File: src/rtl/spi_pkg.sv
// Shared SPI definitions for the master/slave pair: link states, mode encodings
// and small helpers used by both ends of the link.
package spi_pkg;

  typedef enum logic {
    ST_IDLE   = 1'b0,
    ST_ACTIVE = 1'b1
  } spi_state_e;

  localparam logic CPOL_IDLE_LOW     = 1'b0;
  localparam logic CPOL_IDLE_HIGH    = 1'b1;
  localparam logic CPHA_SAMPLE_LEAD  = 1'b0;
  localparam logic CPHA_SAMPLE_TRAIL = 1'b1;

  // Bit counter must be able to hold the full word length itself.
  function automatic int unsigned cnt_width(input int unsigned bits);
    return $clog2(bits + 1);
  endfunction

  // Leading edge leaves the idle level: a rise for CPOL=0, a fall for CPOL=1.
  function automatic logic lead_edge(input logic cpol, input logic rise, input logic fall);
    return cpol ? fall : rise;
  endfunction

  function automatic logic trail_edge(input logic cpol, input logic rise, input logic fall);
    return cpol ? rise : fall;
  endfunction

endpackage

File: src/rtl/spi_sync_edge.sv
// Two-flop synchronizer for an asynchronous pin plus a history flop that
// turns level changes into single-cycle rise/fall pulses.
module spi_sync_edge
  import spi_pkg::*;
#(
  parameter logic RST_VAL = 1'b0
) (
  input  logic clk_i,
  input  logic rst_i,
  input  logic d_i,
  output logic level_o,
  output logic rise_o,
  output logic fall_o
);

  logic [2:0] sync_q;
  logic [2:0] sync_d;

  // Advance the pin through two sync stages and one history stage.
  always_comb begin
    sync_d = {sync_q[1:0], d_i};
  end

  // Synchronizer and history flops.
  always_ff @(posedge clk_i) begin
    if (rst_i) begin
      sync_q <= {3{RST_VAL}};
    end else begin
      sync_q <= sync_d;
    end
  end

  assign level_o = sync_q[1];
  assign rise_o  = sync_q[1] & ~sync_q[2];
  assign fall_o  = ~sync_q[1] & sync_q[2];

endmodule

File: src/rtl/spi_slave.sv
// SPI responder: oversamples SCLK/SS_n/MOSI in the clk_i domain, shifts
// MSB-first words and trades them with the core through TX/RX handshakes.
module spi_slave
  import spi_pkg::*;
#(
  parameter int unsigned WORD_WIDTH = 8,
  parameter logic        CPOL       = CPOL_IDLE_LOW,
  parameter logic        CPHA       = CPHA_SAMPLE_LEAD
) (
  input  logic                  clk_i,
  input  logic                  rst_i,
  input  logic                  sclk_i,
  input  logic                  ss_n_i,
  input  logic                  mosi_i,
  output logic                  miso_o,
  input  logic [WORD_WIDTH-1:0] tx_data_i,
  input  logic                  tx_valid_i,
  output logic                  tx_ready_o,
  output logic [WORD_WIDTH-1:0] rx_data_o,
  output logic                  rx_valid_o,
  input  logic                  rx_ready_i,
  output logic                  busy_o,
  output logic                  overrun_o,
  output logic                  underrun_o
);

  localparam int unsigned      CNT_W    = cnt_width(WORD_WIDTH);
  localparam logic [CNT_W-1:0] CNT_ZERO = {CNT_W{1'b0}};
  localparam logic [CNT_W-1:0] CNT_ONE  = CNT_W'(1);
  localparam logic [CNT_W-1:0] LAST_BIT = CNT_W'(WORD_WIDTH - 1);
  localparam logic [CNT_W-1:0] FULL_CNT = CNT_W'(WORD_WIDTH);

  logic sclk_lvl_s, sclk_rise_s, sclk_fall_s;
  logic ss_lvl_s, ss_rise_s, ss_fall_s;
  logic mosi_s, mosi_rise_s, mosi_fall_s;
  logic lead_s, trail_s;
  logic unused_sync_s;

  spi_sync_edge #(.RST_VAL(CPOL)) u_sync_sclk (
    .clk_i(clk_i), .rst_i(rst_i), .d_i(sclk_i),
    .level_o(sclk_lvl_s), .rise_o(sclk_rise_s), .fall_o(sclk_fall_s)
  );

  // SS sync resets low so an SS held low through reset never looks like a fall.
  spi_sync_edge #(.RST_VAL(1'b0)) u_sync_ss (
    .clk_i(clk_i), .rst_i(rst_i), .d_i(ss_n_i),
    .level_o(ss_lvl_s), .rise_o(ss_rise_s), .fall_o(ss_fall_s)
  );

  spi_sync_edge #(.RST_VAL(1'b0)) u_sync_mosi (
    .clk_i(clk_i), .rst_i(rst_i), .d_i(mosi_i),
    .level_o(mosi_s), .rise_o(mosi_rise_s), .fall_o(mosi_fall_s)
  );

  assign unused_sync_s = ^{sclk_lvl_s, ss_lvl_s, mosi_rise_s, mosi_fall_s};
  assign lead_s        = lead_edge(CPOL, sclk_rise_s, sclk_fall_s);
  assign trail_s       = trail_edge(CPOL, sclk_rise_s, sclk_fall_s);

  spi_state_e            state_q, state_d;
  logic [CNT_W-1:0]      bit_cnt_q, bit_cnt_d;
  logic [WORD_WIDTH-1:0] rx_shift_q, rx_shift_d;
  logic [WORD_WIDTH-1:0] tx_shift_q, tx_shift_d;
  logic [WORD_WIDTH-1:0] tx_buf_q, tx_buf_d;
  logic [WORD_WIDTH-1:0] rx_data_q, rx_data_d;
  logic                  tx_ready_q, tx_ready_d;
  logic                  rx_valid_q, rx_valid_d;
  logic                  miso_q, miso_d;
  logic                  busy_q, busy_d;
  logic                  overrun_q, overrun_d;
  logic                  underrun_q, underrun_d;
  logic                  first_lead_q, first_lead_d;
  logic                  und_pend_q, und_pend_d;
  logic                  do_sample_s, do_shift_s, do_load_s;

  // Next-state logic: frame control, sampling, shifting, word loads and handshakes.
  always_comb begin
    state_d      = state_q;
    bit_cnt_d    = bit_cnt_q;
    rx_shift_d   = rx_shift_q;
    rx_data_d    = rx_data_q;
    busy_d       = busy_q;
    first_lead_d = first_lead_q;
    und_pend_d   = und_pend_q;
    overrun_d    = 1'b0;
    underrun_d   = 1'b0;
    do_sample_s  = 1'b0;
    do_shift_s   = 1'b0;
    do_load_s    = 1'b0;

    if (rx_valid_q && rx_ready_i) begin
      rx_valid_d = 1'b0;
    end else begin
      rx_valid_d = rx_valid_q;
    end

    case (state_q)
      ST_IDLE: begin
        if (ss_fall_s) begin
          state_d      = ST_ACTIVE;
          busy_d       = 1'b1;
          bit_cnt_d    = CNT_ZERO;
          first_lead_d = 1'b1;
          do_load_s    = 1'b1;
        end else begin
          busy_d = 1'b0;
        end
      end
      ST_ACTIVE: begin
        if (ss_rise_s) begin
          state_d    = ST_IDLE;
          busy_d     = 1'b0;
          bit_cnt_d  = CNT_ZERO;
          und_pend_d = 1'b0;
        end else if (CPHA == CPHA_SAMPLE_LEAD) begin
          if (lead_s) begin
            do_sample_s = 1'b1;
          end else if (trail_s) begin
            do_load_s  = (bit_cnt_q == FULL_CNT);
            do_shift_s = (bit_cnt_q != FULL_CNT);
          end else begin
            do_sample_s = 1'b0;
          end
        end else begin
          if (lead_s) begin
            do_shift_s   = ~first_lead_q;
            first_lead_d = 1'b0;
          end else if (trail_s) begin
            do_sample_s = 1'b1;
          end else begin
            do_sample_s = 1'b0;
          end
        end
      end
      default: begin
        state_d = ST_IDLE;
        busy_d  = 1'b0;
      end
    endcase

    // Underrun is reported when the zero word is actually clocked, so the
    // speculative load after a frame's last word stays silent.
    if (do_sample_s) begin
      rx_shift_d = {rx_shift_q[WORD_WIDTH-2:0], mosi_s};
      bit_cnt_d  = bit_cnt_q + CNT_ONE;
      if (bit_cnt_q == CNT_ZERO) begin
        underrun_d = und_pend_q;
        und_pend_d = 1'b0;
      end else begin
        underrun_d = 1'b0;
      end
      if (bit_cnt_q == LAST_BIT) begin
        rx_data_d  = {rx_shift_q[WORD_WIDTH-2:0], mosi_s};
        rx_valid_d = 1'b1;
        overrun_d  = rx_valid_q & ~rx_ready_i;
        if (CPHA == CPHA_SAMPLE_TRAIL) begin
          bit_cnt_d    = CNT_ZERO;
          first_lead_d = 1'b1;
          do_load_s    = 1'b1;
        end else begin
          first_lead_d = first_lead_q;
        end
      end else begin
        rx_data_d = rx_data_q;
      end
    end else begin
      rx_shift_d = rx_shift_q;
    end

    tx_ready_d = tx_ready_q;
    if (do_load_s) begin
      if (CPHA == CPHA_SAMPLE_LEAD) begin
        bit_cnt_d = CNT_ZERO;
      end else begin
        bit_cnt_d = bit_cnt_d;
      end
      if (!tx_ready_q) begin
        tx_shift_d = tx_buf_q;
        tx_ready_d = 1'b1;
        und_pend_d = 1'b0;
      end else begin
        tx_shift_d = {WORD_WIDTH{1'b0}};
        und_pend_d = 1'b1;
      end
    end else if (do_shift_s) begin
      tx_shift_d = {tx_shift_q[WORD_WIDTH-2:0], 1'b0};
    end else begin
      tx_shift_d = tx_shift_q;
    end

    // A write only lands in an empty buffer; a load in the same cycle used the old contents.
    if (tx_valid_i && tx_ready_q) begin
      tx_buf_d   = tx_data_i;
      tx_ready_d = 1'b0;
    end else begin
      tx_buf_d = tx_buf_q;
    end

    miso_d = (state_d == ST_ACTIVE) ? tx_shift_d[WORD_WIDTH-1] : 1'b0;
  end

  // State, datapath and registered outputs.
  always_ff @(posedge clk_i) begin
    if (rst_i) begin
      state_q      <= ST_IDLE;
      bit_cnt_q    <= CNT_ZERO;
      rx_shift_q   <= {WORD_WIDTH{1'b0}};
      tx_shift_q   <= {WORD_WIDTH{1'b0}};
      tx_buf_q     <= {WORD_WIDTH{1'b0}};
      rx_data_q    <= {WORD_WIDTH{1'b0}};
      tx_ready_q   <= 1'b1;
      rx_valid_q   <= 1'b0;
      miso_q       <= 1'b0;
      busy_q       <= 1'b0;
      overrun_q    <= 1'b0;
      underrun_q   <= 1'b0;
      first_lead_q <= 1'b1;
      und_pend_q   <= 1'b0;
    end else begin
      state_q      <= state_d;
      bit_cnt_q    <= bit_cnt_d;
      rx_shift_q   <= rx_shift_d;
      tx_shift_q   <= tx_shift_d;
      tx_buf_q     <= tx_buf_d;
      rx_data_q    <= rx_data_d;
      tx_ready_q   <= tx_ready_d;
      rx_valid_q   <= rx_valid_d;
      miso_q       <= miso_d;
      busy_q       <= busy_d;
      overrun_q    <= overrun_d;
      underrun_q   <= underrun_d;
      first_lead_q <= first_lead_d;
      und_pend_q   <= und_pend_d;
    end
  end

  assign miso_o     = miso_q;
  assign tx_ready_o = tx_ready_q;
  assign rx_data_o  = rx_data_q;
  assign rx_valid_o = rx_valid_q;
  assign busy_o     = busy_q;
  assign overrun_o  = overrun_q;
  assign underrun_o = underrun_q;

endmodule

File: config.mk
export PLATFORM = sky130hd
export DESIGN_NAME = spi_slave
export DESIGN_NICKNAME = d
export VERILOG_FILES = /design/src/rtl/spi_pkg.sv /design/src/rtl/spi_sync_edge.sv /design/src/rtl/spi_slave.sv
export SDC_FILE = /design/constraint.sdc
export NUM_CORES = 1
export LEC_CHECK = 0
export ABC_AREA = 1
export ABC_CLOCK_PERIOD_IN_PS = 2090
export CORE_MARGIN = 2
export CORE_UTILIZATION = 53
export CTS_BUF_LIST = sky130_fd_sc_hd__clkbuf_16
export DETAILED_ROUTE_END_ITERATION = 8
export GPL_ROUTABILITY_DRIVEN = 0
export GPL_TIMING_DRIVEN = 0
export PLACE_DENSITY = 0.83
export SETUP_SLACK_MARGIN = 0.5
export SKIP_CTS_REPAIR_TIMING = 1
export SYNTH_ARGS = -nofsm -noshare
export SYNTH_HDL_FRONTEND = slang
export SYNTH_SLANG_ARGS = --single-unit
File: constraint.sdc
create_clock -name clk_i -period 2.09 [get_ports clk_i]
set_clock_uncertainty 0.15 [all_clocks]
set_input_delay 0.3135 -clock clk_i [delete_from_list [all_inputs] [get_ports clk_i]]
set_output_delay 0.3135 -clock clk_i [all_outputs]
set_load 0.02 [all_outputs]
==> metrics.md <==
| Metric | Value |
|---|---|
| Sequential fraction of the synthesis area | 51.0% |
| Placed cells | 341 |
| Worst Hold End | u_sync_mosi.sync_q[1] |
| CP top delay family | simple AND/OR/NAND/NOR gates |
| Setup crit end kind | flop |
| Syn Area/Cell | 7.55 um2 |
| Finished layout cell area | 0.00273 mm2 |
| CP max stage delay | 0.34 ns |
| Power density cells | 717 mW/mm2 |
| Max clock buf depth | 2 |
| Vias/cell | 5.13 |
| Nets | 325 |
| MaxCap Viol Count | 0 |
| Synth-to-Final Area Change | 36.1% |
| CP required | 2.16 ns |
| Critical path type | flop to flop |
| CTS HTree Levels | 2 |
| R2R Path Start | bit_cnt_q[1] |
| Commonest non-fill, non-tap cell in the layout | nor2_1 |
| Total routing usage reported by global routing | 20.6% |
| Worst-path cell chain | inv_2 > ha_4 > nand2_4 > nor2_4 > nand3_2 > nand2_2 > nand2_4 > buf_6 > nand2_2 > nand2_2 > a21oi_2 |
| Min-Delay Path Class | flop to flop |
| Filler Cell Count | 278 |
| Met2 wire len | 2200 um |
| R2R depth | 11 |
| Most frequent cells in the layout | nor2_1, dfxtp_1, nand2_1 |
| Core Util, Final | 75.0% |
| Final setup vio count | 0 |
| Die ar. | 0.00429 mm2 |
| Root buf cell | clkbuf_16 |
| Buf/Inv on CP | 2 |
| Clk pin slew, worst setup/hold paths | 0.07 ns |
| Dpl cell area | 0.00234 mm2 |
| Fmax achieved | 584 MHz |
| Via count | 1831 |
| Synth warn | 0 |
| Cell Area, Synth | 0.00200 mm2 |
| I/O Buffers | 28 |
| Hold path cells | 2 |
| Static Leak | 1.33 nW |
| Post-DP HPWL | 2820 um |
| Worst Setup Start Kind | flop |
| Yosys reg bits | 51 |
| Cell mode on critical path | nand2_2 |
| First-pass GRT wire length | 6800 um |
| Total core area | 0.00363 mm2 |
| Unrepaired setup endpoints after global routing | true |
| Die W | 65.5 um |
| Antenna viol nets, final | 0 |
| R2r setup slk | 0.38 ns |
| Syn Inst Count | 265 |
| Slew Viols, Final | 0 |
| Metal3 WL | 256 um |
| M1 wire length | 2080 um |
| DRC | 0 |
| Final Hold Viols | 0 |
| Top Ports | 29 |
| Initial antenna violation count | 0 |
| Reg-to-Reg End | tx_shift_q[1] |
| Setup TNS Final | 0 ns |
| Fin cells | 357 |
| CTS Sinks | 51 |
| Relative slew margins | 56.8% |
| Grt total ovfl | 0 |
| Crit path DAT | 1.78 ns |
| Worst Max-Slew Pin Slew | 0.649 ns |
| Period utilization | 81.9% |
| Vias in the first global route | 1563 |
| # diodes | 0 |
| Site Rows | 22 |
| Synth Net Count | 282 |
| Fin crit period | 1.71 ns |
| Clock Latency Late Sink | 0.29 ns |
| Initial core utilization | 55.1% |
| Hold path startpoint | u_sync_mosi.sync_q[0] |
| First DRT Iteration DRCs | 140 |
| Die height | 65.5 um |
| DR top layer | met4 |
| Outcome | finished, final reports clean |
| DR WL/cell | 12.9 um |
| Max IR drop VDD | 0.582 mV |
| Total Wirelength | 4600 um |
| Share of cells above drive strength 1 | 18.4% |
| CTS tree | built |
| Critical path's slowest cell | dfxtp_2 |
| Pin count of the biggest net entering global routing | 15 |
| DRT Pass-1 Iters | 4 |
| Cell variety after synth | 24 |
| Num CTS Buffers | 5 |
| Crit-path max FO | 7 |
-- report_power, final --
group	internal (mW)	switching, mW
combinational	0.0682	0.0882
sequential	1.01	0.0224
clock	0.431	0.338
total	1.50	0.449
-- flip-flops by register name, summed over array words and instances (netlist names), 2 cells and up --
signal and cells:
bit_cnt_q 4, rx_data_o 8, rx_shift_q 7, tx_buf_q 8, tx_shift_q 8, u_sync_mosi.sync_q 2, u_sync_sclk.sync_q 3, u_sync_ss.sync_q 3
-- synthesized netlist by cell type (all sizes together) --
cell,instances,area [um2]
a21oi,14,70.1
nor3,1,5.00
nand3b,2,15.0
nand4,1,6.26
nand2,49,204
a21boi,1,7.51
ha,2,25.0
xor2,1,8.76
nor2,64,264
nand3,23,120
dfxtp,51,1020
a22oi,1,7.51
inv,21,78.8
buf,3,21.3
clkbuf,4,15.0
o21ai,25,125
clkinv,2,7.51
-- layer usage --
layer | up-vias | GRT usage [%]
li1 | 932 | -
met1 | 837 | 26.5
met2 | 55 | 32.9
met3 | 7 | 5.65
met4 | 0 | 8.07
met5 | - | 0
-- worst register-to-register path, cell delays in order (launching register included) --
cell and delay (ns):
dfxtp_2 0.34, inv_2 0.07, ha_4 0.14, nand2_4 0.05
nor2_4 0.20, nand3_2 0.13, nand2_2 0.10, nand2_4 0.09
buf_6 0.14, nand2_2 0.06, nand2_2 0.05, a21oi_2 0.12
-- metrics by stage --
| stage | total power [mW] | hold WS, ns | setup WS (ns) |
|---|---|---|---|
| global route | 2.02 | 0.261 | 0.293 |
| detailed placement | 1.18 | 0.247 | 0.216 |
| floorplan | 1.13 | 0.238 | 0.586 |
| finish | 1.95 | 0.250 | 0.379 |
| global placement | 1.18 | 0.243 | 0.222 |
| CTS | 1.94 | 0.251 | 0.281 |
-- logic make-up (layout without fill, tap and decap cells) --
logic type               count (synthesis)  in the layout  share of synthesized area, %
AO/OA/AOI/OAI                           41             41                          10.5
XOR/XNOR                                 1              1                         0.438
adder cells (fa/ha/maj)                  2              2                          1.25
buffers and inverters                   30             74                          6.13
flip-flops                              51             51                          51.0
AND/OR/NAND/NOR                        140            140                          30.7
-- cell type report --
type | count | area [um2] | area share, %
Clock inverter | 3 | 11.3 | 0.413
Buffer | 7 | 38.8 | 1.42
Inverter | 23 | 91.3 | 3.35
Timing Repair Buffer | 36 | 392 | 14.4
Tap cell | 48 | 60.1 | 2.20
Clock buffer | 5 | 125 | 4.59
Sequential cell | 51 | 1020 | 37.6
Multi-Input combinational cell | 184 | 982 | 36.0
-- worst max-delay path by stage --
stage	from	end	slack, ns	cells after the start
2_1_floorplan	bit_cnt_q[0]	tx_shift_q[7]	0.59	10
3_3_place_gp	rst_i	rx_data_o[5]	0.22	5
3_5_place_dp	rst_i	rx_data_o[5]	0.22	5
4_1_cts	tx_ready_o	tx_ready_o	0.28	1
5_1_grt	bit_cnt_q[1]	tx_shift_q[1]	0.29	11
6_report	bit_cnt_q[1]	tx_shift_q[1]	0.38	11
No activity file was read; power rests on OpenSTA's default activity.
